$ cat src/rtl/axis_fifo_param.sv
// AXI-Stream FIFO with registered first-word-fall-through output, TLAST carriage,
// data count, programmable full/empty flags and optional whole-packet release.
module axis_fifo_param #(
    parameter int unsigned DATA_WIDTH        = 8,
    parameter int unsigned DEPTH             = 512,
    parameter int unsigned PROG_FULL_THRESH  = 480,
    parameter int unsigned PROG_FULL_HYST    = 10,
    parameter int unsigned PROG_EMPTY_THRESH = 4,
    parameter int unsigned PACKET_MODE       = 0
) (
    input  logic                      s_aclk,
    input  logic                      s_areset,
    input  logic                      s_axis_tvalid,
    output logic                      s_axis_tready,
    input  logic [DATA_WIDTH-1:0]     s_axis_tdata,
    input  logic                      s_axis_tlast,
    output logic                      m_axis_tvalid,
    input  logic                      m_axis_tready,
    output logic [DATA_WIDTH-1:0]     m_axis_tdata,
    output logic                      m_axis_tlast,
    output logic [$clog2(DEPTH):0]    data_count,
    output logic                      prog_full,
    output logic                      prog_empty
);

    localparam int unsigned AW = $clog2(DEPTH);
    localparam int unsigned CW = AW + 1;
    localparam logic [CW-1:0] FULL_C = CW'(DEPTH);
    localparam logic [CW-1:0] PF_SET = CW'(PROG_FULL_THRESH);
    localparam logic [CW-1:0] PF_CLR = CW'(PROG_FULL_THRESH - PROG_FULL_HYST);
    localparam logic [CW-1:0] PE_C   = CW'(PROG_EMPTY_THRESH);

    logic [DATA_WIDTH:0]   mem [DEPTH];
    logic [AW-1:0]         wr_ptr_q, wr_ptr_d, rd_ptr_q, rd_ptr_d;
    logic [CW-1:0]         count_q, count_d, pkt_count_q, pkt_count_d;
    logic [CW-1:0]         mem_count;
    logic                  forced_q, forced_d, force_now;
    logic                  out_valid_q, out_valid_d;
    logic [DATA_WIDTH-1:0] out_data_q, out_data_d;
    logic                  out_last_q, out_last_d;
    logic                  tready_q, tready_d;
    logic                  prog_full_q, prog_full_d;
    logic                  prog_empty_q, prog_empty_d;
    logic                  wr, rd, load, release_ok;
    logic [DATA_WIDTH:0]   head;

    assign s_axis_tready = ~s_areset & tready_q;
    assign wr            = s_axis_tvalid & s_axis_tready;
    assign rd            = out_valid_q & m_axis_tready;
    assign head          = mem[rd_ptr_q];
    // Words still in the array, i.e. excluding the one held in the output register.
    assign mem_count     = count_q - CW'(out_valid_q);

    assign m_axis_tvalid = out_valid_q;
    assign m_axis_tdata  = out_data_q;
    assign m_axis_tlast  = out_last_q;
    assign data_count    = count_q;
    assign prog_full     = prog_full_q;
    assign prog_empty    = prog_empty_q;

    always_comb begin
        force_now  = 1'b0;
        release_ok = (mem_count != '0);
        if (PACKET_MODE != 0) begin
            // A full FIFO with no complete packet would deadlock; let it drain.
            force_now  = (count_q == FULL_C) && (pkt_count_q == '0);
            release_ok = (mem_count != '0) &&
                         ((pkt_count_q != '0) || forced_q || force_now);
        end
        load = (~out_valid_q | rd) & release_ok;

        forced_d = forced_q;
        if (rd && out_last_q)
            forced_d = 1'b0;
        else if (force_now)
            forced_d = 1'b1;

        pkt_count_d = pkt_count_q + CW'(wr & s_axis_tlast) - CW'(load & head[DATA_WIDTH]);
        count_d     = count_q + CW'(wr) - CW'(rd);
        wr_ptr_d    = wr_ptr_q + AW'(wr);
        rd_ptr_d    = rd_ptr_q + AW'(load);

        tready_d     = (count_d < FULL_C);
        prog_empty_d = (count_d <= PE_C);
        prog_full_d  = prog_full_q;
        if (count_d >= PF_SET)
            prog_full_d = 1'b1;
        else if (count_d < PF_CLR)
            prog_full_d = 1'b0;

        out_valid_d = out_valid_q;
        out_data_d  = out_data_q;
        out_last_d  = out_last_q;
        if (load) begin
            out_valid_d = 1'b1;
            out_data_d  = head[DATA_WIDTH-1:0];
            out_last_d  = head[DATA_WIDTH];
        end else if (rd) begin
            out_valid_d = 1'b0;
        end
    end

    always_ff @(posedge s_aclk) begin
        if (wr)
            mem[wr_ptr_q] <= {s_axis_tlast, s_axis_tdata};
    end

    always_ff @(posedge s_aclk) begin
        if (s_areset) begin
            wr_ptr_q     <= '0;
            rd_ptr_q     <= '0;
            count_q      <= '0;
            pkt_count_q  <= '0;
            forced_q     <= 1'b0;
            out_valid_q  <= 1'b0;
            out_data_q   <= '0;
            out_last_q   <= 1'b0;
            tready_q     <= 1'b1;
            prog_full_q  <= 1'b0;
            prog_empty_q <= 1'b1;
        end else begin
            wr_ptr_q     <= wr_ptr_d;
            rd_ptr_q     <= rd_ptr_d;
            count_q      <= count_d;
            pkt_count_q  <= pkt_count_d;
            forced_q     <= forced_d;
            out_valid_q  <= out_valid_d;
            out_data_q   <= out_data_d;
            out_last_q   <= out_last_d;
            tready_q     <= tready_d;
            prog_full_q  <= prog_full_d;
            prog_empty_q <= prog_empty_d;
        end
    end

endmodule

$ cat config.mk
export PLATFORM = sky130hd
export DESIGN_NAME = axis_fifo_param
export DESIGN_NICKNAME = d
export VERILOG_FILES = /design/src/rtl/axis_fifo_param.sv
export SDC_FILE = /design/constraint.sdc
export NUM_CORES = 2
export LEC_CHECK = 0
export CORE_ASPECT_RATIO = 1.1
export CORE_MARGIN = 3
export CORE_UTILIZATION = 31
export DETAILED_ROUTE_END_ITERATION = 12
export HOLD_SLACK_MARGIN = 0.15
export PLACE_DENSITY = 0.43
export SKIP_CTS_REPAIR_TIMING = 1
export SKIP_LAST_GASP = 1
export SYNTH_ARGS = -nofsm -noshare
export SYNTH_HDL_FRONTEND = slang
export SYNTH_MEMORY_MAX_BITS = 65536
export SYNTH_SLANG_ARGS = --single-unit
$ cat constraint.sdc
create_clock -name s_aclk -period 7.25 [get_ports s_aclk]
set_input_delay 1.0875 -clock s_aclk [delete_from_list [all_inputs] [get_ports s_aclk]]
set_output_delay 1.0875 -clock s_aclk [all_outputs]
set_load 0.01 [all_outputs]
==> impl_metrics.ini <==
[drt]
drc = 0
firstDrtPassIters = 5
avgRoutedWirePerCell_um = 34.1
first_iter_violations = 9011
via_per_inst = 5.25
postRouteAntennaNets = 0
num_vias = 88300
wirelength_um = 574000

[setup_path]
worstReg2RegEnd = m_axis_tdata[6]$_SDFFE_PP0N_
reg2reg_slack_ns = 1.88
arrival_ns = 6.31
ff2ff_path_depth = 9
end_kind = flip-flop
startpoint_type = flip-flop
crit_type = flip-flop to flip-flop
r2r_start = rd_ptr_q[1]$_SDFF_PP0_
crit_fanout = 39
cp.required_ns = 8.19

[min_path]
hold_start = m_axis_tdata[5]$_SDFFE_PP0N_
worstHoldEndpoint = m_axis_tdata[5]$_SDFFE_PP0N_
hold_path_class = flip-flop to flip-flop
min_path_cells = 2

[yosys]
synthFlopType = edfxtp_1
synth_area_per_cell_um2 = 21.3
synth-async-reset-ratio_pct = 0
syn-cell-area_mm2 = 0.180
ys_seq_elements = 4649
synth_nets = 8501
ys_seq_area_share_pct = 77.3
synth.most_common_cell = edfxtp_1
yosys_warnings = 0
synth.area.top_cells = edfxtp_1, mux4_2, mux2i_1
synthCells = 8459
synth_edf_count = 4608
synth_top_area_share_pct = 76.8
synth_common_cells = edfxtp_1, mux4_2, nor2_1
synth_top_cell_by_area = edfxtp_1
synth.distinct_cells = 71

[cts]
cts-htree-levels = 5
clk_pin_slew_worst_paths_ns = 0.07
clk_latency_ns = 1.06
cts_buffer_depth = 4
clock_sinks = 4649
root_buffer = clkbuf_16
cts_tree = built
numCtsBuffers = 470

[timing]
setup_tns_ns = 0
relSlewSlack_pct = 7.87
period_needed_ns = 5.37
drv_slew = 0
setup_viol = 0
max_freq_ghz = 0.186
min_period_over_period_pct = 74.1
worst_pin_slew_ns = 1.38
clock_skew_ns = 0.0693
hold_viol = 0
holdWs_ns = 0.515
rsz0062_at_grt = false

[finish]
drive_gt1_share_pct = 23.1
nNetsFinal = 8760
multi_input_area_mm2 = 0.0382
final_util_pct = 35.6
seqCellArea_mm2 = 0.139
num-fill-cells = 53100
final_cell_area_mm2 = 0.206
syn_to_final_growth_pct = 14.5

[die]
rows = 293
die_y_um = 806
die_x_um = 733
placeableCoreArea_mm2 = 0.579
dieArea_mm2 = 0.590
start_util_pct = 31.1
ios = 36

[place]
hpwl_um = 346000
dpl_cell_area_mm2 = 0.190
portBuffers = 35
place_congestion = 0.809

[global_routing]
overflow = 0
grt_pass1_vias = 91300
antenna_found_initial = 49
grt_usage_pct = 19.1
grt_max_degree = 166
grt_first_pass_wirelength_um = 787000

[power]
power.total_uw = 61700
leakage_uw = 0.0622
vdd_drop_max_uv = 221
power_density_mw_per_mm2 = 299

[outcome]
status = finished clean

[flow_run]
cap_violations = 0
-- cells in the final DEF (no fill, tap or decap), types with 13 or more instances in the layout --
cell type,n
nand3_1,41
clkinv_1,115
a221oi_1,85
a22oi_1,150
mux2i_1,357
clkdlybuf4s50_1,25
and3_1,15
a211oi_1,48
nand4_1,13
o21ai_1,15
nor2_1,586
nor3_1,36
inv_1,26
clkinv_2,87
or3_1,13
o211ai_1,17
and2_1,15
clkbuf_16,474
bufinv_16,65
a22o_1,56
buf_12,68
buf_4,206
a21oi_1,129
nand2_4,16
diode_2,24
ha_1,28
o221ai_1,39
o22ai_1,76
clkinvlp_4,29
a31oi_1,24
xnor2_1,20
nor2b_1,13
edfxtp_1,4608
nand2_1,189
dfxtp_1,33
o21ai_0,52
clkbuf_1,80
mux4_2,1064
-- metrics by stage --
stage | cells | setup WS, ns
4_1_cts | 16800 | 1.80
5_1_grt | 16800 | 1.89
3_5_place_dp | 15900 | 1.57
6_report | 16800 | 1.88
3_3_place_gp | 15900 | 1.47
2_1_floorplan | 8459 | 3.72
-- per-layer routing --
metal	up-vias	share of wire, %	global-route usage [%]
met5	-	0.017	0
met4	14	2.5	4.78
met3	663	5.2	2.58
met2	2861	50	32.6
met1	48800	42	25.7
li1	36000	-	-
-- cells by family (layout without fill, tap and decap cells) --
| group | count (synthesis) | after routing | synth area share [%] |
|---|---|---|---|
| adders and majority gates | 29 | 29 | 0.206 |
| other | 0 | 24 | 0 |
| AOI/OAI and AO/OA | 767 | 767 | 3.03 |
| DFF | 4649 | 4649 | 77.3 |
| and+or+nand+nor | 1005 | 1005 | 2.33 |
| muxes | 1430 | 1430 | 15.3 |
| buffers and inverters | 552 | 1219 | 1.69 |
| xor gates and xnor gates | 27 | 27 | 0.131 |
-- power breakdown --
| group | switching (uW) | total (uW) | internal (uW) |
|---|---|---|---|
| registers | 137 | 29700 | 29600 |
| logic | 4170 | 7020 | 2860 |
| clock network | 10600 | 24900 | 14300 |
-- worst max path at each step --
stage / start / to / slack [ns] / cells after the start
final: rd_ptr_q[1]$_SDFF_PP0_ / m_axis_tdata[6]$_SDFFE_PP0N_ / 1.88 / 9
after CTS: rd_ptr_q[1]$_SDFF_PP0_ / m_axis_tdata[6]$_SDFFE_PP0N_ / 1.80 / 10
after global placement: rd_ptr_q[1]$_SDFF_PP0_ / m_axis_tdata[2]$_SDFFE_PP0N_ / 1.47 / 11
after global routing: rd_ptr_q[1]$_SDFF_PP0_ / m_axis_tdata[5]$_SDFFE_PP0N_ / 1.89 / 10
after detailed placement: s_axis_tvalid / mem[336][6]$_DFFE_PP_ / 1.57 / 6
after floorplan: s_areset / prog_full$_SDFFE_PP0P_ / 3.72 / 14
-- critical path, cell delays in order, from the launching register on --
cell,delay [ns]
dfxtp_4,1.10
buf_4,0.57
buf_4,0.64
mux4_2,0.46
a211oi_1,0.35
a21oi_1,0.15
a21oi_1,0.71
o2111ai_1,0.51
mux2_2,0.42
o311a_1,0.12
-- cell type report --
cell class	count	share of cell area, %
Clock buffer	554	5.90
Sequential cell	4649	67.5
Timing Repair Buffer	309	1.60
Multi-Input combinational cell	3258	18.5
Inverter	30	0.0589
Clock inverter	326	1.71
Tap cell	7670	4.65
Antenna cell	24	0.0291
-- registers in the layout (all words and copies together), names as in the netlist --
register,cells
wr_ptr_q,9
m_axis_tvalid,1
m_axis_tdata,8
rd_ptr_q,9
prog_full,1
mem,4608
m_axis_tlast,1
tready_q,1
data_count,10
prog_empty,1
Power figures use the tool's default switching activity.
